[src/rtl/rr_arb_pkg.sv]
// Shared constants and helpers for the round-robin arbiter.
package rr_arb_pkg;

    localparam int unsigned NumReq = 4;
    localparam int unsigned PtrW   = $clog2(NumReq);

    function automatic logic [NumReq-1:0] onehot(input logic [PtrW-1:0] idx);
        logic [NumReq-1:0] v;
        v      = '0;
        v[idx] = 1'b1;
        return v;
    endfunction

endpackage

[src/rtl/fixed_prio_arbiter.sv]
// Combinational fixed-priority picker: lowest set index of req wins, one-hot grant.
module fixed_prio_arbiter #(
    parameter int unsigned N = 4
) (
    input  logic [N-1:0] req,
    output logic [N-1:0] grant
);

    // Two's-complement trick isolates the lowest set bit.
    always_comb begin
        grant = req & (~req + N'(1));
    end

endmodule

[src/rtl/round_robin_arbiter.sv]
// N-requester round-robin arbiter with registered one-hot grant.
// Define RR_ARB_HOLD_EN to let the current owner keep the grant while it still requests.
module round_robin_arbiter
    import rr_arb_pkg::*;
#(
    parameter int unsigned N = NumReq
) (
    input  logic         clk,
    input  logic         rst,
    input  logic [N-1:0] req,
    output logic [N-1:0] grant
);

    localparam int unsigned PW = (N > 1) ? $clog2(N) : 1;

    logic [PW-1:0] ptr_q, ptr_d;
    logic [N-1:0]  grant_q, grant_d;
    logic [N-1:0]  mask, req_masked, gnt_masked, gnt_plain, gnt_sel;

    // Bits at or above the pointer get first chance.
    always_comb begin
        mask = '0;
        for (int unsigned i = 0; i < N; i++) begin
            mask[i] = (i >= 32'(ptr_q));
        end
        req_masked = req & mask;
    end

    fixed_prio_arbiter #(.N(N)) u_masked (
        .req   (req_masked),
        .grant (gnt_masked)
    );

    fixed_prio_arbiter #(.N(N)) u_plain (
        .req   (req),
        .grant (gnt_plain)
    );

    always_comb begin
        gnt_sel = (|gnt_masked) ? gnt_masked : gnt_plain;
        grant_d = gnt_sel;
        ptr_d   = ptr_q;
        for (int unsigned i = 0; i < N; i++) begin
            if (gnt_sel[i]) begin
                ptr_d = (i == N - 1) ? '0 : PW'(i + 1);
            end
        end
`ifdef RR_ARB_HOLD_EN
        // Owner still requesting: park; ptr already points past it.
        if (|(grant_q & req)) begin
            grant_d = grant_q;
            ptr_d   = ptr_q;
        end
`endif
    end

    always_ff @(posedge clk) begin
        if (rst) begin
            grant_q <= '0;
            ptr_q   <= '0;
        end else begin
            grant_q <= grant_d;
            ptr_q   <= ptr_d;
        end
    end

    assign grant = grant_q;

endmodule

[config.mk]
export PLATFORM = sky130hd
export DESIGN_NAME = round_robin_arbiter
export DESIGN_NICKNAME = d
export VERILOG_FILES = /design/src/rtl/rr_arb_pkg.sv /design/src/rtl/fixed_prio_arbiter.sv /design/src/rtl/round_robin_arbiter.sv
export SDC_FILE = /design/constraint.sdc
export NUM_CORES = 1
export LEC_CHECK = 0
export ABC_AREA = 1
export BUFFER_PORTS_ARGS = -buffer_cell sky130_fd_sc_hd__buf_2
export CAP_MARGIN = 20
export CORE_AREA = 2 2 39 41
export DETAILED_ROUTE_END_ITERATION = 16
export DIE_AREA = 0 0 41 43
export PLACE_DENSITY_LB_ADDON = 0.12
export SYNTH_ARGS = -nofsm -noshare
export SYNTH_HDL_FRONTEND = slang
export SYNTH_SLANG_ARGS = --single-unit
[constraint.sdc]
create_clock -name clk -period 1.3 [get_ports clk]
set_input_delay 0.13 -clock clk [delete_from_list [all_inputs] [get_ports clk]]
set_output_delay 0.13 -clock clk [all_outputs]
set_load 0.05 [all_outputs]
==> impl_metrics.env, run 1 <==
export IMPL_period_needed_ps=1159
export IMPL_clk_pin_slew_worst_paths_ps=50
export IMPL_die_y_um=43
export IMPL_layout_cells_non_filler=71
export IMPL_setup_viol=0
export IMPL_fin_skew_ps=4.107
export IMPL_rr_startpoint="ptr_q[0]"
export IMPL_clock_path_buffers=2
export IMPL_die_w_um=41
export IMPL_wl_per_cell_um=9.000
export IMPL_grt_overflow=0
export IMPL_cp_start_kind="flip-flop"
export IMPL_syn_area_um2=300.3
export IMPL_cts_root_buf="clkbuf_4"
export IMPL_switching_share_pct=34.89
export IMPL_layout_drive_gt1_share_pct=43.64
export IMPL_grt_pass1_wl_um=1062
export IMPL_syn_inst=42
export IMPL_htree_levels=1
export IMPL_fmax_mhz=862.9
export IMPL_synth_seq_cells=6
export IMPL_coreArea_um2=1384
export IMPL_hold_buffers=0
export IMPL_nets=63
export IMPL_crit_type="flip-flop to flip-flop"
export IMPL_rows=14
export IMPL_max_slew_margin_rel_pct=83.63
export IMPL_hold_end="grant[0]"
export IMPL_gr_usage_all_layers_pct=9.419
export IMPL_cp_arrival_ps=1290
export IMPL_finalCritPeriodShare_pct=89.15
export IMPL_fillerInstances=156
export IMPL_die_area_um2=1763
export IMPL_drt_total_wl_um=639
export IMPL_syn_to_final_growth_pct=33.33
export IMPL_portBuffers=9
export IMPL_first_pass_iters=4
export IMPL_worst_pin_slew_ps=247.3
export IMPL_pwr_share_clk_pct=30.2
export IMPL_worst_r2r_cell_count=8
export IMPL_outcome="completed"
export IMPL_worstHoldStart="rst"
export IMPL_vias=300
export IMPL_dp_cells=67
export IMPL_gp_congestion=0.6614
export IMPL_drt_iter0_drc=9
export IMPL_syn_area_per_cell_um2=7.150
export IMPL_seq_area_frac_synth_pct=40.00
export IMPL_route_detailed_drc=0
export IMPL_cts_tree="done"
export IMPL_yosys_warnings=0
export IMPL_fin_area_um2=400.4
export IMPL_cts_buffers=3
export IMPL_ant_nets=0
export IMPL_hold_depth=2
export IMPL_diodes=0
export IMPL_ir_drop_uv=393.6
export IMPL_slew_violations=0
export IMPL_p_leak_nw=0.2040
export IMPL_fin_tns_setup_ps=0
export IMPL_internal_power_w=0.0003675
export IMPL_power_density_nw_per_um2=1410
export IMPL_met3WireLength_um=37
export IMPL_clock_sinks=6
export IMPL_postLayoutSetupSlackWorst_ps=141.1
export IMPL_holdCritPathClass="input port to flip-flop"
export IMPL_syn_nets=48
export IMPL_clock_latency_ps=240
export IMPL_whs_ps=107.7
export IMPL_hold_viol=0
export IMPL_grt_antenna_before_repair=0
export IMPL_p_sw_w=0.0001970
export IMPL_crit_fanout=3
export IMPL_pwr_share_seq_pct=38.1
export IMPL_start_util_pct=21.70
export IMPL_pin_count=10
export IMPL_worstReg2RegEnd="ptr_q[1]"
export IMPL_combPwrFrac_pct=31.7
export IMPL_crit_required_ps=1440
export IMPL_rsz0062_at_grt="false"
export IMPL_ys_types=14
export IMPL_grt_max_degree=6
export IMPL_worst_setup_path_end_kind="flip-flop"
export IMPL_grt_pass1_vias=254
export IMPL_cap_viol_max_count=0
export IMPL_dp_slack_ps=129.8
export IMPL_wl_met2_um=283
export IMPL_worst_r2r_setup_slack_ps=140
export IMPL_dp_hpwl_um=526.2
export IMPL_placed_area_um2=365.4
export IMPL_viasPerCell=4.225
export IMPL_met1_length_um=303
export IMPL_dr_max_layer_used="met4"
-- power groups by stage --
| stage | logic [W] | registers, W | clock network [W] |
|---|---|---|---|
| floorplan | 0.0000942 | 0.000254 | 0 |
| global placement | 0.000173 | 0.000218 | 0 |
| detailed placement | 0.000172 | 0.000218 | 0 |
| CTS | 0.000172 | 0.000215 | 0.000179 |
| global route | 0.000199 | 0.000217 | 0.000188 |
| finish | 0.000179 | 0.000215 | 0.000170 |
-- flip-flops by register name, summed over array words and instances, names as in the netlist --
| name | flops |
|---|---|
| ptr_q | 2 |
| grant | 4 |
-- synth_stat cells (all sizes together) --
| master | instances | area share [%] |
|---|---|---|
| nand2 | 12 | 17 |
| nor2 | 10 | 15 |
| dfxtp | 6 | 40 |
| inv | 5 | 6.2 |
| a21oi | 3 | 6.3 |
| nand3 | 3 | 8.3 |
| a31oi | 1 | 2.1 |
| nand4 | 1 | 2.1 |
| o31ai | 1 | 2.5 |
-- layout by cell type, fill, tap and decap left out --
cell type,Yosys,final
buf_2,0,9
nor2_1,7,7
a31oi_1,1,1
nand2_1,9,9
nand4_1,1,1
a21oi_2,1,1
inv_2,1,1
nand3_2,2,3
nor2_2,3,3
nand2_2,3,3
a21oi_1,2,2
o31ai_1,1,1
buf_4,0,1
dfxtp_1,6,6
inv_1,4,4
clkbuf_4,0,3
-- metal layers --
layer | vias up | GRT usage (%)
met3 | 2 | 3.141
met4 | 0 | 8.000
met1 | 127 | 12.14
met2 | 12 | 11.88
met5 | - | 0
li1 | 159 | -
-- final cells by class --
cell class / count / area, um2 / area share [%]
repair buffers: 10 / 52.55 / 13.13
well taps: 16 / 20.02 / 5.000
clock buffers: 3 / 22.52 / 5.625
multi-input cells: 31 / 166.4 / 41.56
flip-flops and latches: 6 / 120.1 / 30.00
inverters: 5 / 18.77 / 4.688
-- kinds of logic after synthesis --
family                 Yosys count  share of synthesized area [%]
AO/OA/AOI/OAI                    5                          10.84
buffers and inverters            5                          6.247
flip-flops                       6                          40.00
AND/OR/NAND/NOR                 26                          42.92
-- what timing repair did --
item | CTS | global route
resized for setup | 0 | 1
buffers inserted | 0 | 1
endpoints found under the setup margin | 0 | 1
-- how the worst max path moves through the flow --
stage             start  endpoint  cells past startpoint
2_1_floorplan  ptr_q[0]  ptr_q[1]                      8
3_3_place_gp   ptr_q[0]  ptr_q[1]                      8
3_5_place_dp   ptr_q[0]  ptr_q[1]                      8
4_1_cts        ptr_q[0]  ptr_q[1]                      8
5_1_grt        ptr_q[1]  ptr_q[1]                      8
6_report       ptr_q[0]  ptr_q[1]                      8
-- stage by stage --
stage | power [W] | util (%)
after detailed placement | 0.0003896 | 26.40
after CTS | 0.0005660 | 28.03
after global placement | 0.0003912 | 26.40
after floorplan | 0.0003485 | -
after global routing | 0.0006045 | 28.93
final | 0.0005645 | 28.93
-- critical path: stages (launching register included) --
cell     delay, ps
dfxtp_1        300
inv_1          100
nand2_1         70
nor2_2         160
nor2_1          70
nor2_2         140
nand2_1         70
nor2_1          80
nor2_1          50
Power figures use the tool's default switching activity.
==> inputs of run 2 (changes only) <==
- SYNTH_HIERARCHICAL: default -> 1
==> impl_metrics.env, run 2 <==
export IMPL_mostFrequentLayoutCells="inv_1, buf_2, buf_4, nor2_1"
export IMPL_portBuffers=9
export IMPL_hold_viol=0
export IMPL_max_slew_margin_rel_pct=83.42
export IMPL_start_util_pct=25.32
export IMPL_layout_drive_gt1_share_pct=56.16
export IMPL_crit_buf_inv=3
export IMPL_ys_types=13
export IMPL_crit_fanout=4
export IMPL_slowest_stage="dfxtp_2"
export IMPL_diodes=0
export IMPL_ys_top_cells_by_area="dfxtp_1, inv_1, nor2_1"
export IMPL_coreArea_um2=1384
export IMPL_cp_startpoint="ptr_q[1]"
export IMPL_grt_overflow=0
export IMPL_power_density_nw_per_um2=1384
export IMPL_syn_nets=61
export IMPL_postLayoutSetupSlackWorst_ps=-13.65
export IMPL_drt_iter0_drc=1
export IMPL_cp_arrival_ps=1490
export IMPL_synthArstFlopShare_pct=0
export IMPL_cp_slowest_stage_delay_ps=340
export IMPL_synth_top_flop_cell="dfxtp_1"
export IMPL_placed_area_um2=437.9
export IMPL_first_pass_iters=2
export IMPL_clk_pin_slew_worst_paths_ps=50
export IMPL_drt_total_wl_um=803
export IMPL_pin_count=10
export IMPL_seq_area_frac_synth_pct=34.29
export IMPL_p_leak_nw=0.2791
export IMPL_path_cells="a21boi_1, inv_1, buf_4, nor2_4, nor2_4, nand3_2, nand2_2, inv_2, nand2_1, a21oi_2"
export IMPL_crit_required_ps=1480
export IMPL_htree_levels=1
export IMPL_cts_root_buf="clkbuf_4"
export IMPL_outcome="complete, but fails checks"
export IMPL_vias=376
export IMPL_syn_inst=55
export IMPL_syn_to_final_growth_pct=54.29
export IMPL_dp_hpwl_um=566.1
export IMPL_worst_setup_path_end_kind="flip-flop"
export IMPL_finish_utilization_pct=39.06
export IMPL_period_needed_ps=1314
export IMPL_worst_r2r_setup_slack_ps=-10
export IMPL_grt_pass1_wl_um=1442
export IMPL_finalCritPeriodShare_pct=101.0
export IMPL_fin_area_um2=540.5
export IMPL_ant_nets=0
export IMPL_nets=81
export IMPL_setup_viol=2
export IMPL_viasPerCell=4.225
export IMPL_synth_common_cells="inv_1, nor2_1, nand2_1"
export IMPL_rows=14
export IMPL_fmax_mhz=761.2
export IMPL_clock_latency_ps=250
export IMPL_clock_sinks=6
export IMPL_slew_violations=0
export IMPL_worst_path_stages=10
export IMPL_gr_usage_all_layers_pct=12.35
export IMPL_hold_buffers=0
export IMPL_synth_top_area_share_pct=34.29
export IMPL_syn_area_per_cell_um2=6.370
export IMPL_crit_top_cell="nor2_4"
export IMPL_rsz0062_at_grt="true"
export IMPL_crit_type="flip-flop to flip-flop"
export IMPL_worstReg2RegEnd="ptr_q[0]"
export IMPL_cts_buffers=3
export IMPL_die_area_um2=1763
export IMPL_crit_end="ptr_q[0]"
export IMPL_synth_edff_count=0
export IMPL_die_w_um=41
export IMPL_violations="negative setup slack"
export IMPL_grt_antenna_before_repair=0
export IMPL_gp_congestion=0.7523
export IMPL_clock_path_buffers=2
export IMPL_ir_drop_uv=351.7
export IMPL_grt_pass1_vias=370
export IMPL_wl_per_cell_um=9.022
export IMPL_grt_max_degree=6
export IMPL_largest_register_ff_count=4
export IMPL_holdCritPathClass="input port to flip-flop"
export IMPL_fin_skew_ps=1.520
export IMPL_route_detailed_drc=0
export IMPL_synth_most_common_cell="inv_1"
export IMPL_synth_seq_cells=6
export IMPL_cap_viol_max_count=0
export IMPL_cp_start_kind="flip-flop"
export IMPL_worst_r2r_cell_count=10
export IMPL_whs_ps=102.2
export IMPL_rr_startpoint="ptr_q[1]"
export IMPL_die_y_um=43
export IMPL_synth_top_cell_by_area="dfxtp_1"
export IMPL_syn_area_um2=350.3
export IMPL_path_delay_family="simple AND/OR/NAND/NOR gates"
export IMPL_worst_pin_slew_ps=250.4
export IMPL_cts_tree="done"
export IMPL_yosys_warnings=6
run 2: worst min path at each step:
stage               startpoint        to  slack (ps)  depth (start not counted)
floorplan                  rst  grant[0]         200                          1
CTS                        rst  grant[0]         100                          2
detailed placement         rst  grant[2]         360                          2
finish                     rst  grant[1]         100                          2
global placement           rst  grant[3]         360                          2
global route               rst  grant[1]         110                          2
run 2: repair_timing:
item | in CTS | in global routing
setup buffers | 2 | 1
gates resized for setup | 16 | 5
endpoints found under the setup margin | 6 | 6
pin swaps | 7 | 4
run 2: final cells by class:
type	count	area [um2]
clock buffer	3	22.52
multi-input combinational	33	217.7
tap	16	20.02
timing repair buffer	17	105.1
sequential	6	122.6
fill	153	843.3
inverter	14	52.55
run 2: routing by layer:
metal,GRT usage [%],vias up,routed length (um)
met5,0,-,0
met1,15.11,164,355
met4,10.00,0,22
li1,-,199,-
met3,3.141,4,22
met2,17.19,9,402
run 2: cells by family after synthesis:
| logic type | Yosys count | share of synthesized area [%] |
|---|---|---|
| AO/OA/AOI/OAI | 5 | 8.929 |
| AND/OR/NAND/NOR | 28 | 37.50 |
| flip-flops | 6 | 34.29 |
| buffers and inverters | 16 | 19.28 |
run 2: per-stage QoR:
step,instances,setup slack (ps),power [W],TNS (ps)
CTS,88,-41.70,0.0007347,-41.70
detailed placement,83,-173.6,0.0004854,-509.9
finish,89,-13.65,0.0007478,-15.31
global placement,83,-175.7,0.0004887,-487.8
floorplan,55,22.95,0.0004155,0
global route,89,-144.4,0.0007979,-363.3
run 2: power by group:
part / switching [W] / leakage (nW) / internal, W / total [W]
Sequential: 0.0000172 / 0.0501 / 0.000215 / 0.000232
Combinational: 0.000206 / 0.215 / 0.000134 / 0.000340
Clock: 0.0000709 / 0.0138 / 0.000105 / 0.000176
Total: 0.000294 / 0.279 / 0.000453 / 0.000748
run 2: worst register-to-register path: cells and delay by family (launching register included):
kind | cells | cell delay (ps)
DFF | 1 | 340
buffers and inverters | 3 | 280
AOI/OAI and AO/OA | 2 | 250
and+or+nand+nor | 5 | 370
